`config.mk`:
```
export PLATFORM = sky130hd
export DESIGN_NAME = rr_encoder_arbiter
export DESIGN_NICKNAME = d
export VERILOG_FILES = /design/src/rtl/rr_encoder_arbiter.sv
export SDC_FILE = /design/constraint.sdc
export NUM_CORES = 1
export LEC_CHECK = 0
export CAP_MARGIN = 20
export CELL_PAD_IN_SITES_DETAIL_PLACEMENT = 1
export CELL_PAD_IN_SITES_GLOBAL_PLACEMENT = 1
export CORE_MARGIN = 5
export CORE_UTILIZATION = 34
export CTS_BUF_LIST = sky130_fd_sc_hd__clkbuf_16
export CTS_CLUSTER_DIAMETER = 60
export CTS_CLUSTER_SIZE = 16
export DETAILED_ROUTE_END_ITERATION = 6
export GPL_TIMING_DRIVEN = 0
export PLACE_DENSITY = 0.86
export SLEW_MARGIN = 30
export SYNTH_ARGS = -nofsm -noshare
export SYNTH_HDL_FRONTEND = slang
export SYNTH_SLANG_ARGS = --single-unit
```
`constraint.sdc`:
```
create_clock -name clk -period 2 [get_ports clk]
set_clock_uncertainty 0.15 [all_clocks]
set_input_delay 0.3 -clock clk [delete_from_list [all_inputs] [get_ports clk]]
set_output_delay 0.3 -clock clk [all_outputs]
set_load 0.01 [all_outputs]
```
`src/rtl/rr_encoder_arbiter.sv`:
```
// rr_encoder_arbiter
//   Four-requester round-robin arbiter with sticky grants and an encoded
//   grant index for a shared downstream consumer.
//
//   Optional feature macro: ARB_TIMEOUT_EN
//     When defined, an owner that has held the grant for MAX_HOLD cycles is
//     preempted if another requester is waiting. When undefined, grants are
//     held until release and preempt is tied low.
//
//   Ports
//     clk          system clock, rising edge
//     rst          synchronous active-high reset
//     req[3:0]     request vector, bit i = requester i
//     grant[3:0]   registered one-hot grant, zero when idle
//     grant_idx    binary index of the granted requester, 0 when idle
//     grant_valid  high while any grant is held
//     preempt      one-cycle pulse after a timeout revocation
module rr_encoder_arbiter #(
  parameter int MAX_HOLD = 8
) (
  input  logic       clk,
  input  logic       rst,
  input  logic [3:0] req,
  output logic [3:0] grant,
  output logic [1:0] grant_idx,
  output logic       grant_valid,
  output logic       preempt
);

  typedef enum logic {IDLE, BUSY} state_t;

  state_t     state;
  logic [1:0] last_ptr;

  // Returns {found, index} of the first set bit of r, scanning upward from
  // start with wrap-around.
  function automatic logic [2:0] rr_pick(input logic [3:0] r,
                                         input logic [1:0] start);
    logic [2:0] res;
    logic [1:0] idx;
    res = 3'b000;
    // Scan from the farthest offset down so the nearest hit wins.
    for (int i = 3; i >= 0; i--) begin
      idx = start + 2'(i);
      if (r[idx]) res = {1'b1, idx};
    end
    return res;
  endfunction

  logic [3:0] others;
  logic [2:0] pick_idle;
  logic [2:0] pick_rot;
  logic       do_issue;
  logic [1:0] issue_idx;
  logic       do_drop;
  logic       do_revoke;

`ifdef ARB_TIMEOUT_EN
  localparam int HOLD_W = $clog2(MAX_HOLD + 1);
  logic [HOLD_W-1:0] hold_cnt;
  logic              hold_max;
  assign hold_max = (hold_cnt == HOLD_W'(MAX_HOLD));
`endif

  assign others    = req & ~grant;
  assign pick_idle = rr_pick(req, last_ptr + 2'd1);
  assign pick_rot  = rr_pick(others, grant_idx + 2'd1);

  always_comb begin
    do_issue  = 1'b0;
    issue_idx = 2'd0;
    do_drop   = 1'b0;
    do_revoke = 1'b0;
    case (state)
      IDLE: begin
        if (pick_idle[2]) begin
          do_issue  = 1'b1;
          issue_idx = pick_idle[1:0];
        end
      end
      BUSY: begin
        if (!req[grant_idx]) begin
          // Owner released: hand off at the same edge if anyone is waiting.
          if (pick_rot[2]) begin
            do_issue  = 1'b1;
            issue_idx = pick_rot[1:0];
          end else begin
            do_drop = 1'b1;
          end
        end
`ifdef ARB_TIMEOUT_EN
        else if (hold_max && pick_rot[2]) begin
          do_issue  = 1'b1;
          issue_idx = pick_rot[1:0];
          do_revoke = 1'b1;
        end
`endif
      end
      default: ;
    endcase
  end

  // Registered state and outputs
  always_ff @(posedge clk) begin
    if (rst) begin
      state       <= IDLE;
      grant       <= 4'b0000;
      grant_idx   <= 2'd0;
      grant_valid <= 1'b0;
      last_ptr    <= 2'd3;
`ifdef ARB_TIMEOUT_EN
      hold_cnt    <= '0;
      preempt     <= 1'b0;
`endif
    end else begin
`ifdef ARB_TIMEOUT_EN
      preempt <= do_revoke;
`endif
      if (do_issue) begin
        state       <= BUSY;
        grant       <= 4'b0001 << issue_idx;
        grant_idx   <= issue_idx;
        grant_valid <= 1'b1;
        last_ptr    <= issue_idx;
`ifdef ARB_TIMEOUT_EN
        hold_cnt    <= '0;
`endif
      end else if (do_drop) begin
        state       <= IDLE;
        grant       <= 4'b0000;
        grant_idx   <= 2'd0;
        grant_valid <= 1'b0;
`ifdef ARB_TIMEOUT_EN
        hold_cnt    <= '0;
`endif
      end
`ifdef ARB_TIMEOUT_EN
      else if (state == BUSY && !hold_max) begin
        hold_cnt <= hold_cnt + 1'b1;
      end
`endif
    end
  end

`ifndef ARB_TIMEOUT_EN
  assign preempt = 1'b0;
  logic unused_revoke;
  assign unused_revoke = do_revoke;
`endif

endmodule
```
==> metrics.md, run 1 <==
| Metric | Value |
|---|---|
| Status | `finished, final reports clean` |
| Register area share after synthesis | `31.3%` |
| Pleak | `0.328 nW` |
| Drt wl/cell | `15.6 um` |
| Max Root-Sink Buffers | `2` |
| Fmax | `519 MHz` |
| Top-area cell type share of the netlist area | `31.3%` |
| TritonCTS buffer count | `3` |
| EDFF count, synth | `0` |
| Synth top area cells | `dfxtp_1 (31%), a21oi_1 (8.7%), nand2b_1 (6.5%)` |
| Synth Cell Area | `576 um^2` |
| Syn Area/Cell | `8.22 um^2` |
| Most frequent cell after synthesis | `a21oi_1` |
| Total Wirelength | `1.63 mm` |
| Half-perimeter wire length after placement | `1.22 mm` |
| Worst slack, placed | `-452 ps` |
| Placed insts | `97` |
| Finished Layout Cells | `104` |
| Vias in the first global route | `608` |
| Maxcap violations | `0` |
| Layout cells sized above 1 | `23.9%` |
| Power per cell area | `1080 mW/mm^2` |
| CP max-delay cell | `mux4_2` |
| Remaining Overflow, GRT | `0` |
| Pwr Total | `0.904 mW` |
| CP Cell Sequence | `mux4_2 > nor3b_4 > a32oi_4 > a22oi_2 > nor2_1` |
| Gpl congestion | `0.818` |
| Post-synthesis instance total | `70` |
| Crit-path leading delay family | `multiplexers` |
| Crit path max fanout | `6` |
| Leading area contributor after synthesis | `dfxtp_1` |
| TritonCTS clock tree | `built` |
| Ports | `14` |
| Via count | `586` |
| Clock Pin Slew Worst Setup and Hold Paths | `40 ps` |
| Port Buf Inserts | `11` |
| Setup crit start kind | `register` |
| Fin crit share | `96.2%` |
| TritonCTS Sinks | `9` |
| Critical path arrival | `1880 ps` |
| Via density | `5.63` |
| WS Path Type | `register to register` |
| Antenna violations before repair | `0` |
| First-pass GRT wire length | `2.80 mm` |
| Worst path required time | `1950 ps` |
| # setup viols final | `0` |
| Hold WC Path Type | `input port to register` |
| Initial core utilization | `36.9%` |
| H-Tree Depth | `1` |
| Slew Viols, Final | `0` |
| # nets final | `95` |
| Initial DRC Count | `2` |
| Crit path buf inv count | `0` |
| Syn nets | `76` |
| Min Tclk post-route | `1920 ps` |
| Unrepaired setup endpoints after global routing | `true` |
| Core Area | `0.00156 mm^2` |
| YS warnings | `0` |
| Latest clock arrival within the worst-skew pair | `230 ps` |
| Endpoints failing hold | `0` |
| VDD IR max | `658 uV` |
| Die Span Y | `51.1 um` |
| CP peak stage delay | `540 ps` |
| Top FF cell, synth | `dfxtp_1` |
| Total track usage | `14.7%` |
| Critical Path End Type | `register` |
| Clk root buf | `clkbuf_16` |
| Layout area overhead | `45.2%` |
| Antenna diodes | `0` |
| Hold_buf cts | `0` |
| Die area | `0.00262 mm^2` |
| Setup ws final | `75.1 ps` |
| Flops & latches, synth | `9` |
| Async S/R FF share, synth | `0%` |
| Core Rows | `14` |
| Most common library cells after synthesis | `a21oi_1 (10), dfxtp_1 (9), nand2_1 (9), nand2b_1 (6), inv_1 (5)` |
| Largest net degree at the start of global routing | `10` |
| Drt drc | `0` |
| Post-route ant nets | `0` |
| Netlist cell types | `28` |
| Die W | `51.1 um` |
| Drt pass-1 iters | `4` |
[timing repair]
action / in CTS / in global routing
pin swaps: 2 / 3
gates resized for setup: 7 / 12
setup buffers: 2 / 1
endpoints found under the hold margin: 0 / 0
setup endpoints to repair: 8 / 7
[registers in the layout (all words and copies together), names as in the netlist]
name,cells
grant_idx,2
state,1
last_ptr,2
grant,4
[cell usage in the layout (no fill, tap or decap), types with 2 or more instances in the layout]
cell type / Yosys / routed
clkbuf_2: 0 / 3
nor2b_1: 2 / 2
clkbuf_16: 0 / 3
buf_4: 1 / 4
dfxtp_1: 9 / 8
o221ai_1: 3 / 3
inv_1: 5 / 6
clkdlybuf4s50_1: 0 / 7
a2bb2oi_1: 3 / 2
nand2_1: 9 / 9
nand2b_1: 6 / 5
a21oi_1: 10 / 10
nor2_1: 4 / 4
[report_power, final]
part / total (mW) / internal, mW / switching (mW)
registers: 0.251 / 0.212 / 0.0394
logic: 0.310 / 0.162 / 0.148
clock network: 0.343 / 0.261 / 0.0820
[logic make-up (layout without fill, tap and decap cells)]
family / count (synthesis) / after routing / synth area share, %
DFF: 9 / 9 / 31.3
other: 1 / 1 / 0.652
AOI/OAI and AO/OA: 24 / 24 / 30.7
buffers and inverters: 7 / 25 / 5.22
muxes: 2 / 2 / 5.65
and+or+nand+nor: 27 / 27 / 26.5
[final timing paths]
check | to | cells past startpoint | slack (ps) | startpoint
max | grant[0] | 5 | 80 | grant_idx[0]
max reg2reg | grant[0] | 5 | 80 | grant_idx[0]
min reg2reg | grant[2] | 2 | 340 | grant[2]
min | grant[3] | 2 | 290 | rst
[final cells by class]
class / instances / area (um^2)
buffer: 2 / 11.3
clock buffer: 3 / 75.1
clock inverter: 1 / 3.75
fill: 185 / 723
inverter: 5 / 18.8
multi-input combinational: 54 / 407
sequential: 9 / 184
tap: 16 / 20.0
timing repair buffer: 14 / 116
[per-layer routing]
| layer | up-vias | track usage, % | share of wire, % |
|---|---|---|---|
| li1 | 292 | - | - |
| met1 | 280 | 16.8 | 45 |
| met2 | 10 | 24.7 | 49 |
| met3 | 4 | 2.33 | 3.0 |
| met4 | 0 | 10.8 | 2.6 |
| met5 | - | 0 | 0 |
[stage by stage]
step                      utilization, %  instance area, um^2  setup TNS (ps)  hold WS, ps
after detailed placement            45.3                  706           -3070          331
after floorplan                        -                  576               0          326
after global placement              45.3                  706           -2780          329
after CTS                           52.2                  813               0          281
after global routing                53.6                  836           -32.7          313
final                               53.6                  836               0          286
No activity file was read; power rests on OpenSTA's default activity.
==> inputs of run 2 (changes only) <==
--- a/config.mk
+++ b/config.mk
@@ -15,7 +15,7 @@
 export CTS_CLUSTER_SIZE = 16
 export DETAILED_ROUTE_END_ITERATION = 6
 export GPL_TIMING_DRIVEN = 0
-export PLACE_DENSITY = 0.86
+export PLACE_DENSITY = 0.79
 export SLEW_MARGIN = 30
 export SYNTH_ARGS = -nofsm -noshare
 export SYNTH_HDL_FRONTEND = slang
==> run 2 against run 1 <==
  * Final area down 0.45%
  * Non-clock buffer count up 1
  * Setup slack worse by 9.8 ps
  * Sequential cell count unchanged
  * Via count down 0.68%
  * Maximum frequency down 0.51%
  * Final cell count up 0.96%
==> metrics.md, run 2 (synthesis results as in run 1) <==
| Metric | Value |
|---|---|
| Total Wirelength | `1.55 mm (-4.6%)` |
| Initial core utilization | `36.9% (unchanged)` |
| Core Area | `0.00156 mm^2 (unchanged)` |
| Most frequent cells in the layout | `a21oi_1 (10), nand2_1 (9), dfxtp_1 (8)` |
| Vias in the first global route | `601 (-1.2%)` |
| Clock Pin Slew Worst Setup and Hold Paths | `40 ps (about the same)` |
| Max Root-Sink Buffers | `2 (unchanged)` |
| Die area | `0.00262 mm^2 (unchanged)` |
| Drt pass-1 iters | `2 (-2)` |
| TritonCTS Sinks | `9 (unchanged)` |
| Antenna diodes | `0 (unchanged)` |
| Placed insts | `97 (unchanged)` |
| Switch share | `29.2% (-0.58 points)` |
| Via count | `582 (-0.68%)` |
| Max-Slew Margin vs Limit | `49.2%` |
| Gate power share | `33.9% (-0.4 points)` |
| Total track usage | `13.4% (-1.3 points)` |
| Hold WC Path Type | `input port to register` |
| Worst-Margin Slew | `754 ps` |
| Commonest non-fill, non-tap cell in the layout | `a21oi_1` |
| Worst path required time | `1960 ps (about the same)` |
| Remaining Overflow, GRT | `0 (unchanged)` |
| Core Rows | `14 (unchanged)` |
| Register share of total power | `28.0% (+0.2 points)` |
| Fin Setup TNS | `0 ps (unchanged)` |
| Fin crit share | `96.7% (+0.49 points)` |
| Max FFs per register | `4 (unchanged)` |
| Psw | `0.261 mW (-3.0%)` |
| Worst hold start | `rst` |
| Fmax | `517 MHz (-0.51%)` |
| Gpl congestion | `0.800 (-2.2%)` |
| Layout cells sized above 1 | `22.5% (-1.4 points)` |
| Endpoints failing hold | `0 (unchanged)` |
| Worst r2r src | `grant_idx[0]` |
| # nets final | `96 (+1.1%)` |
| # setup viols final | `0 (unchanged)` |
| Maxcap violations | `0 (unchanged)` |
| Hold_buf cts | `0 (unchanged)` |
| Post-route ant nets | `0 (unchanged)` |
| Port Buf Inserts | `11 (unchanged)` |
| Layout area overhead | `44.6%` |
| Half-perimeter wire length after placement | `1.23 mm (+0.61%)` |
| Largest regs | `grant (4), grant_idx (2), last_ptr (2)` |
| Pleak | `0.330 nW (+0.41%)` |
| Unrepaired setup endpoints after global routing | `true` |
| Finished Layout Cells | `105 (+0.96%)` |
| Antenna violations before repair | `0 (unchanged)` |
| Pwr Total | `0.894 mW (-1.1%)` |
| Critical path arrival | `1890 ps (about the same)` |
| Slew Viols, Final | `0 (unchanged)` |
| Worst reg-to-reg setup slack | `70 ps (about the same)` |
| Drt drc | `0 (unchanged)` |
| Setup crit start kind | `register` |
| H-Tree Depth | `1 (unchanged)` |
| Worst Setup SP | `grant_idx[0]` |
| Power share of the clock group | `38.1% (+0.2 points)` |
| Min Tclk post-route | `1930 ps (+9.85 ps)` |
| Top reg by flops | `grant` |
| Die Span Y | `51.1 um (unchanged)` |
| TritonCTS buffer count | `3 (unchanged)` |
| Crit path max fanout | `6 (unchanged)` |
| First-pass GRT wire length | `2.66 mm (-5.2%)` |
| Status | `finished, final reports clean` |
| Via density | `5.54 (-1.6%)` |
| Ports | `14 (unchanged)` |
| Critical Path End Type | `register` |
| Utilization after layout | `53.4% (-0.24 points)` |
| Largest net degree at the start of global routing | `10 (unchanged)` |
| Clk root buf | `clkbuf_16` |
| Drt wl/cell | `14.8 um (-5.5%)` |
| Initial DRC Count | `1 (-1)` |
| Fillers | `182 (-1.6%)` |
| Power per cell area | `1070 mW/mm^2 (-0.64%)` |
| TritonCTS clock tree | `built` |
| Die W | `51.1 um (unchanged)` |
| VDD IR max | `681 uV (+3.5%)` |
| Int Power | `0.633 mW (-0.27%)` |
| WS Path Type | `register to register` |
| Latest clock arrival within the worst-skew pair | `230 ps (about the same)` |
run 2: cell count changes in the layout (fill, tap and decap cells not counted), sizes merged:
cell,change
buf,+1
run 2: power groups by stage:
stage               Combinational (mW)  Sequential (mW)  Clock [mW]
floorplan                        0.160            0.252           0
global placement                 0.252            0.251           0
detailed placement               0.256            0.253           0
CTS                              0.281            0.252       0.352
global route                     0.330            0.256       0.363
finish                           0.303            0.250       0.341
run 2: final cells by class:
type                    instances  area, um^2  area share [%]
plain buffers                   2        11.3            1.35
clock buffers                   3        75.1            9.02
clock inverters                 1        3.75           0.451
inverters                       5        18.8            2.26
multi-input cells              54         395            47.5
flip-flops and latches          9         184            22.1
well taps                      16        20.0            2.41
repair buffers                 15         124            14.9
run 2: what timing repair did:
action                     4_1_cts  5_1_grt
setup endpoints to repair        8        6
setup buffers                    2        2
pin swaps                        2        5
gates resized for setup          7        9
run 2: metal layers:
layer  vias to the layer above  track usage, %  part of all wire [%]
met5                         -               0                     0
met4                         0            8.07                   1.4
met3                         3            2.03                   2.2
met2                         8            21.7                    48
met1                       277            16.7                    48
li1                        294               -                     -
run 2: path summary, 6_finish.rpt:
check,endpoint,cells after the start
min,grant[0],2
min reg2reg,grant_idx[0],2
max reg2reg,grant[0],5
max,grant[0],5
run 2: worst max-delay path, cell delays in order (launching register included):
cell and delay, ps:
dfxtp_4 350, mux4_2 550, nor3b_4 290, a32oi_4 200, a22oi_2 210, nor2_1 50
run 2: stage by stage:
| stage | instance area, um^2 | worst slack [ps] | hold slack (ps) |
|---|---|---|---|
| floorplan | 576 | 87.0 | 326 |
| CTS | 813 | 8.90 | 280 |
| finish | 832 | 65.2 | 279 |
| global route | 832 | -39.1 | 309 |
| detailed placement | 706 | -463 | 337 |
| global placement | 706 | -437 | 324 |
==> inputs of run 3 (changes only) <==
--- a/config.mk
+++ b/config.mk
@@ -5,7 +5,6 @@
 export SDC_FILE = /design/constraint.sdc
 export NUM_CORES = 1
 export LEC_CHECK = 0
-export CAP_MARGIN = 20
 export CELL_PAD_IN_SITES_DETAIL_PLACEMENT = 1
 export CELL_PAD_IN_SITES_GLOBAL_PLACEMENT = 1
 export CORE_MARGIN = 5
==> results of run 3 <==
No change in the layout: final DEF, timing and power equal those of run 2.
